$ cat src/rtl/cpu_run_monitor.sv
// Run controller and checker beside the CPU top: sequences the core reset, counts
// run cycles and declares PASS when rd holds EXPECT long enough, or FAIL on timeout.
module cpu_run_monitor #(
    parameter int unsigned     WIDTH         = 32,
    parameter int unsigned     RST_CYCLES    = 2,
    parameter int unsigned     MAX_CYCLES    = 100,
    parameter int unsigned     STABLE_CYCLES = 4,
    parameter logic [WIDTH-1:0] EXPECT       = WIDTH'(32'h0000_000A),
    parameter bit              HALT_ON_DONE  = 1'b0,
    parameter int unsigned     CNT_W         = 16
) (
    input  logic             iClk,
    input  logic             iRstN,
    input  logic [WIDTH-1:0] iRd,
    input  logic             iRestart,
    output logic             oCoreRstN,
    output logic             oDone,
    output logic             oPass,
    output logic             oFail,
    output logic [CNT_W-1:0] oCycles,
    output logic [CNT_W-1:0] oRdChanges
);

    localparam int unsigned HOLD_W = $clog2(RST_CYCLES + 1);
    localparam int unsigned STAB_W = $clog2(STABLE_CYCLES + 1);

    localparam logic [1:0] ST_HOLD = 2'd0;
    localparam logic [1:0] ST_RUN  = 2'd1;
    localparam logic [1:0] ST_PASS = 2'd2;
    localparam logic [1:0] ST_FAIL = 2'd3;

    localparam logic [HOLD_W-1:0] HOLD_LAST = HOLD_W'(RST_CYCLES - 1);
    localparam logic [STAB_W-1:0] STAB_LAST = STAB_W'(STABLE_CYCLES - 1);
    localparam logic [CNT_W-1:0]  CYC_LAST  = CNT_W'(MAX_CYCLES - 1);
    localparam logic [CNT_W-1:0]  CNT_MAX   = '1;

    logic [1:0]        state_q,      state_d;
    logic [HOLD_W-1:0] hold_cnt_q,   hold_cnt_d;
    logic [STAB_W-1:0] stable_cnt_q, stable_cnt_d;
    logic [WIDTH-1:0]  prev_rd_q,    prev_rd_d;
    logic              core_rst_n_q, core_rst_n_d;
    logic              done_q,       done_d;
    logic              pass_q,       pass_d;
    logic              fail_q,       fail_d;
    logic [CNT_W-1:0]  cycles_q,     cycles_d;
    logic [CNT_W-1:0]  changes_q,    changes_d;
    logic              rd_match_c;

    assign rd_match_c = (iRd == EXPECT);

    // State and output registers; reset clears everything back to HOLD.
    always_ff @(posedge iClk) begin
        if (!iRstN) begin
            state_q      <= ST_HOLD;
            hold_cnt_q   <= '0;
            stable_cnt_q <= '0;
            prev_rd_q    <= '0;
            core_rst_n_q <= 1'b0;
            done_q       <= 1'b0;
            pass_q       <= 1'b0;
            fail_q       <= 1'b0;
            cycles_q     <= '0;
            changes_q    <= '0;
        end else begin
            state_q      <= state_d;
            hold_cnt_q   <= hold_cnt_d;
            stable_cnt_q <= stable_cnt_d;
            prev_rd_q    <= prev_rd_d;
            core_rst_n_q <= core_rst_n_d;
            done_q       <= done_d;
            pass_q       <= pass_d;
            fail_q       <= fail_d;
            cycles_q     <= cycles_d;
            changes_q    <= changes_d;
        end
    end

    // Next-state and next-output logic.
    always_comb begin
        state_d      = state_q;
        hold_cnt_d   = hold_cnt_q;
        stable_cnt_d = stable_cnt_q;
        prev_rd_d    = prev_rd_q;
        core_rst_n_d = core_rst_n_q;
        done_d       = done_q;
        pass_d       = pass_q;
        fail_d       = fail_q;
        cycles_d     = cycles_q;
        changes_d    = changes_q;

        case (state_q)
            ST_HOLD: begin
                hold_cnt_d = hold_cnt_q + HOLD_W'(1);
                if (hold_cnt_q == HOLD_LAST) begin
                    state_d      = ST_RUN;
                    core_rst_n_d = 1'b1;
                end
            end

            ST_RUN: begin
                if (cycles_q != CNT_MAX) begin
                    cycles_d = cycles_q + CNT_W'(1);
                end
                prev_rd_d = iRd;
                // cycles_q is zero only on the first RUN edge, where prev_rd is meaningless.
                if ((cycles_q != '0) && (iRd != prev_rd_q) && (changes_q != CNT_MAX)) begin
                    changes_d = changes_q + CNT_W'(1);
                end
                stable_cnt_d = rd_match_c ? (stable_cnt_q + STAB_W'(1)) : '0;

                if (rd_match_c && (stable_cnt_q == STAB_LAST)) begin
                    state_d = ST_PASS;
                    done_d  = 1'b1;
                    pass_d  = 1'b1;
                    if (HALT_ON_DONE) begin
                        core_rst_n_d = 1'b0;
                    end
                end else if (cycles_q == CYC_LAST) begin
                    state_d = ST_FAIL;
                    done_d  = 1'b1;
                    fail_d  = 1'b1;
                    if (HALT_ON_DONE) begin
                        core_rst_n_d = 1'b0;
                    end
                end
            end

            ST_PASS, ST_FAIL: begin
                if (iRestart) begin
                    state_d      = ST_HOLD;
                    hold_cnt_d   = '0;
                    stable_cnt_d = '0;
                    prev_rd_d    = '0;
                    core_rst_n_d = 1'b0;
                    done_d       = 1'b0;
                    pass_d       = 1'b0;
                    fail_d       = 1'b0;
                    cycles_d     = '0;
                    changes_d    = '0;
                end
            end

            default: begin
                state_d = ST_HOLD;
            end
        endcase
    end

    assign oCoreRstN  = core_rst_n_q;
    assign oDone      = done_q;
    assign oPass      = pass_q;
    assign oFail      = fail_q;
    assign oCycles    = cycles_q;
    assign oRdChanges = changes_q;

endmodule

$ cat config.mk
export PLATFORM = sky130hd
export DESIGN_NAME = cpu_run_monitor
export DESIGN_NICKNAME = d
export VERILOG_FILES = /design/src/rtl/cpu_run_monitor.sv
export SDC_FILE = /design/constraint.sdc
export NUM_CORES = 1
export LEC_CHECK = 0
export BUFFER_PORTS_ARGS = -buffer_cell sky130_fd_sc_hd__buf_2
export CAP_MARGIN = 20
export CELL_PAD_IN_SITES_DETAIL_PLACEMENT = 1
export CELL_PAD_IN_SITES_GLOBAL_PLACEMENT = 2
export CORE_UTILIZATION = 30
export CTS_BUF_LIST = sky130_fd_sc_hd__clkbuf_4 sky130_fd_sc_hd__clkbuf_8
export DETAILED_ROUTE_END_ITERATION = 10
export PLACE_DENSITY_LB_ADDON = 0.1
export SLEW_MARGIN = 25
export SYNTH_ARGS = -nofsm -noshare
export SYNTH_HDL_FRONTEND = slang
export SYNTH_SLANG_ARGS = --single-unit
export TNS_END_PERCENT = 10
$ cat constraint.sdc
create_clock -name iClk -period 1.8 [get_ports iClk]
set_clock_uncertainty 0.15 [all_clocks]
set_input_delay 0.36 -clock iClk [delete_from_list [all_inputs] [get_ports iClk]]
set_output_delay 0.36 -clock iClk [all_outputs]
set_load 0.005 [all_outputs]
==> summary.txt <==
CP Launch Point: prev_rd_q[13]$_SDFFE_PN0P_
top post-synthesis cells by count: dfxtp_1, nor2_1, xnor2_1, a22oi_1, nand3_1
Slew HR: 72.85%
DP Wirelength: 9498 microns
Hold Vio Cnt, Final: 0
Critical Path AT: 2.25 ns
#FFs+latches synth: 75
min-delay worst type: in -> reg
Routed WL per cell: 16.43 microns
CTS tree: yes
R2R depth: 7
PortBufs: 70
Reg clk slew, reported paths: 0.08 ns
Iter 0 DRT Violations: 127
post-placement cell count: 755
synthesized area per cell: 8.678 sq um
vias in the first global route: 4116
Yosys cell types: 53
die extent in y: 114.0 microns
via count: 3825
antenna violations before repair: 0
share of layout cells above drive strength 1: 39.93%
DRC Markers: 0
Power Total: 6.220 mW
1st-pass router iterations: 4
CORE AREA: 0.01211 sq mm
post-synthesis sequential area ratio: 39.87%
clock latency on the worst-skew pair: 0.37 ns
overall global routing resource usage: 20.84%
GRT overflow: 0
Max Clk Rate: 475.2 MHz
placed cell areas: 0.005079 sq mm
Worst Setup Path Type: reg -> reg
routability cong.: 0.7578
pin count of the biggest net entering global routing: 35
setup TNS: -4.458 ns
critical path required time: 1.95 ns
synth top area cells: dfxtp_1, xnor2_1, a22oi_1, nor2_1, nand3_1
status: finished, violations left
Final period util: 116.9%
synthesized area: 0.003766 sq mm
H-tree depth: 3
post-synth top area share: 39.87%
worst-margin pin slew: 0.4073 ns
die width: 114.0 microns
Max-Cap Viols: 0
violated checks: setup timing
remaining antenna violation count after routing: 0
cts bufs inserted: 9
Final Setup Violations: 24
Top-Level Pins: 71
post-route cell area: 0.005548 sq mm
async set-reset flop share out of synthesis: 0%
Tmin final: 2.104 ns
r2r startpoint: prev_rd_q[13]$_SDFFE_PN0P_
Worst Setup EP: oRdChanges[15]$_SDFFE_PN0P_
row cnt: 40
worst setup margin: -0.3042 ns
top-count cell post-synth: dfxtp_1
final number of max-transition violations: 0
CTS sink count: 75
Synth Warn #: 0
Cell Count, Final, Fillers Out: 774
routed vias/inst: 4.942
peak fanout along the critical path: 7
Initial Util: 31.10%
final net count: 642
number of flops mapped to enable cells by yosys: 0
detailed-route wire length: 12720 microns
Clock Tree Root: clkbuf_8
Worst setup EP type: register
Max Root-Sink Buffers: 2
cts hold-fix bufs: 0
Area Overhead vs Synth: 47.31%
DP Worst Slack: -0.6647 ns
Lkg Pwr: 2.328 nW
Synthesized Nets: 475
CP startpoint kind: register
Gate Count Post-Synth: 434
RSZ-0062 raised after global routing: yes
die area: 0.01301 sq mm
reg2reg setup slack: -0.30 ns
Cell Pwr Density: 1121 mW/mm^2
area leader, netlist: dfxtp_1
global-route wire length before repair: 20680 microns
VDD IR-drop max: 0.0006425 V
Antenna Cells: 0
top_reg_cell synth: dfxtp_1
worst r2r dst: oRdChanges[15]$_SDFFE_PN0P_
area by class of cell:
| class | count | area [sq um] |
|---|---|---|
| fillers | 1482 | 6564 |
| clock buffers | 11 | 145.1 |
| inverters | 11 | 41.29 |
| clock inverters | 5 | 100.1 |
| flip-flops and latches | 75 | 1520 |
| repair buffers | 179 | 1209 |
| well taps | 168 | 210.2 |
| multi-input cells | 325 | 2322 |
worst min path at each step:
stage | from | to | cells after the start
global route | iRd[2] | prev_rd_q[2]$_SDFFE_PN0P_ | 3
global placement | stable_cnt_q[1]$_SDFFE_PN0P_ | stable_cnt_q[1]$_SDFFE_PN0P_ | 2
CTS | iRd[1] | prev_rd_q[1]$_SDFFE_PN0P_ | 3
finish | iRd[25] | prev_rd_q[25]$_SDFFE_PN0P_ | 3
detailed placement | stable_cnt_q[1]$_SDFFE_PN0P_ | stable_cnt_q[1]$_SDFFE_PN0P_ | 2
floorplan | stable_cnt_q[1]$_SDFFE_PN0P_ | stable_cnt_q[1]$_SDFFE_PN0P_ | 2
kinds of logic (layout without fill, tap and decap cells):
logic type	Yosys count	in the layout	share of synthesized area (%)
and+or+nand+nor	185	185	26.08
DFF	75	75	39.87
AOI/OAI and AO/OA	74	74	13.75
xor gates and xnor gates	48	48	11.16
buffers and inverters	34	206	3.920
muxes	12	12	3.223
adders and majority gates	6	6	1.993
registers in the layout, summed over array words and instances, names as in the netlist:
signal,flops
hold_cnt_q,2
oCoreRstN,1
oCycles,16
oDone,1
oFail,1
oPass,1
oRdChanges,16
prev_rd_q,32
stable_cnt_q,3
state_q,2
critical path, stage by stage, from the launching register on:
cell and delay, ns:
dfxtp_1 0.34, xnor2_2 0.21, nand4_1 0.18, nor4_4 0.39, a21oi_4 0.16, buf_6 0.16, mux2_2 0.26, a21oi_1 0.16
cell usage in the layout, fill, tap and decap left out, drive strengths merged, types with 2 or more instances in the layout:
master and n:
buf 179, dfxtp 75, nor2 48, xnor2 36
a22oi 32, nand3 28, nand2 25, a21oi 20
nand4 19, nor4 14, xor2 12, nor2b 12
mux2i 11, nor3 11, clkbuf 11, inv 10
and3 7, ha 6, o21ai 5, and2 5
and4 5, a31oi 4, bufinv 3, clkinv 3
nor4bb 2, or3b 2, a21boi 2, nor4b 2
nand2b 2
per-stage QoR:
step	hold WS (ns)	util, %
final	0.1613	45.81
after global routing	0.1744	45.81
after CTS	0.1361	45.05
after detailed placement	0.3190	41.93
after global placement	0.2938	41.93
after floorplan	0.2856	-
where the power goes:
part	switching, mW	total (mW)	internal (mW)
Combinational	1.26	2.37	1.12
Clock	0.675	1.64	0.970
Sequential	0.227	2.20	1.97
routing by layer:
metal	track usage, %	vias up	part of all wire, %
li1	-	1900	-
met1	25.06	1858	46
met2	37.21	58	50
met3	4.942	9	3.2
met4	5.195	0	0.86
met5	0	-	0
repair_timing:
item,CTS,global route
cloned,0,0
hold endpoints to repair,0,0
pin swaps,20,14
resized for setup,22,19
setup endpoints to repair,36,59
buffers inserted,3,0
Power figures use the tool's default switching activity.
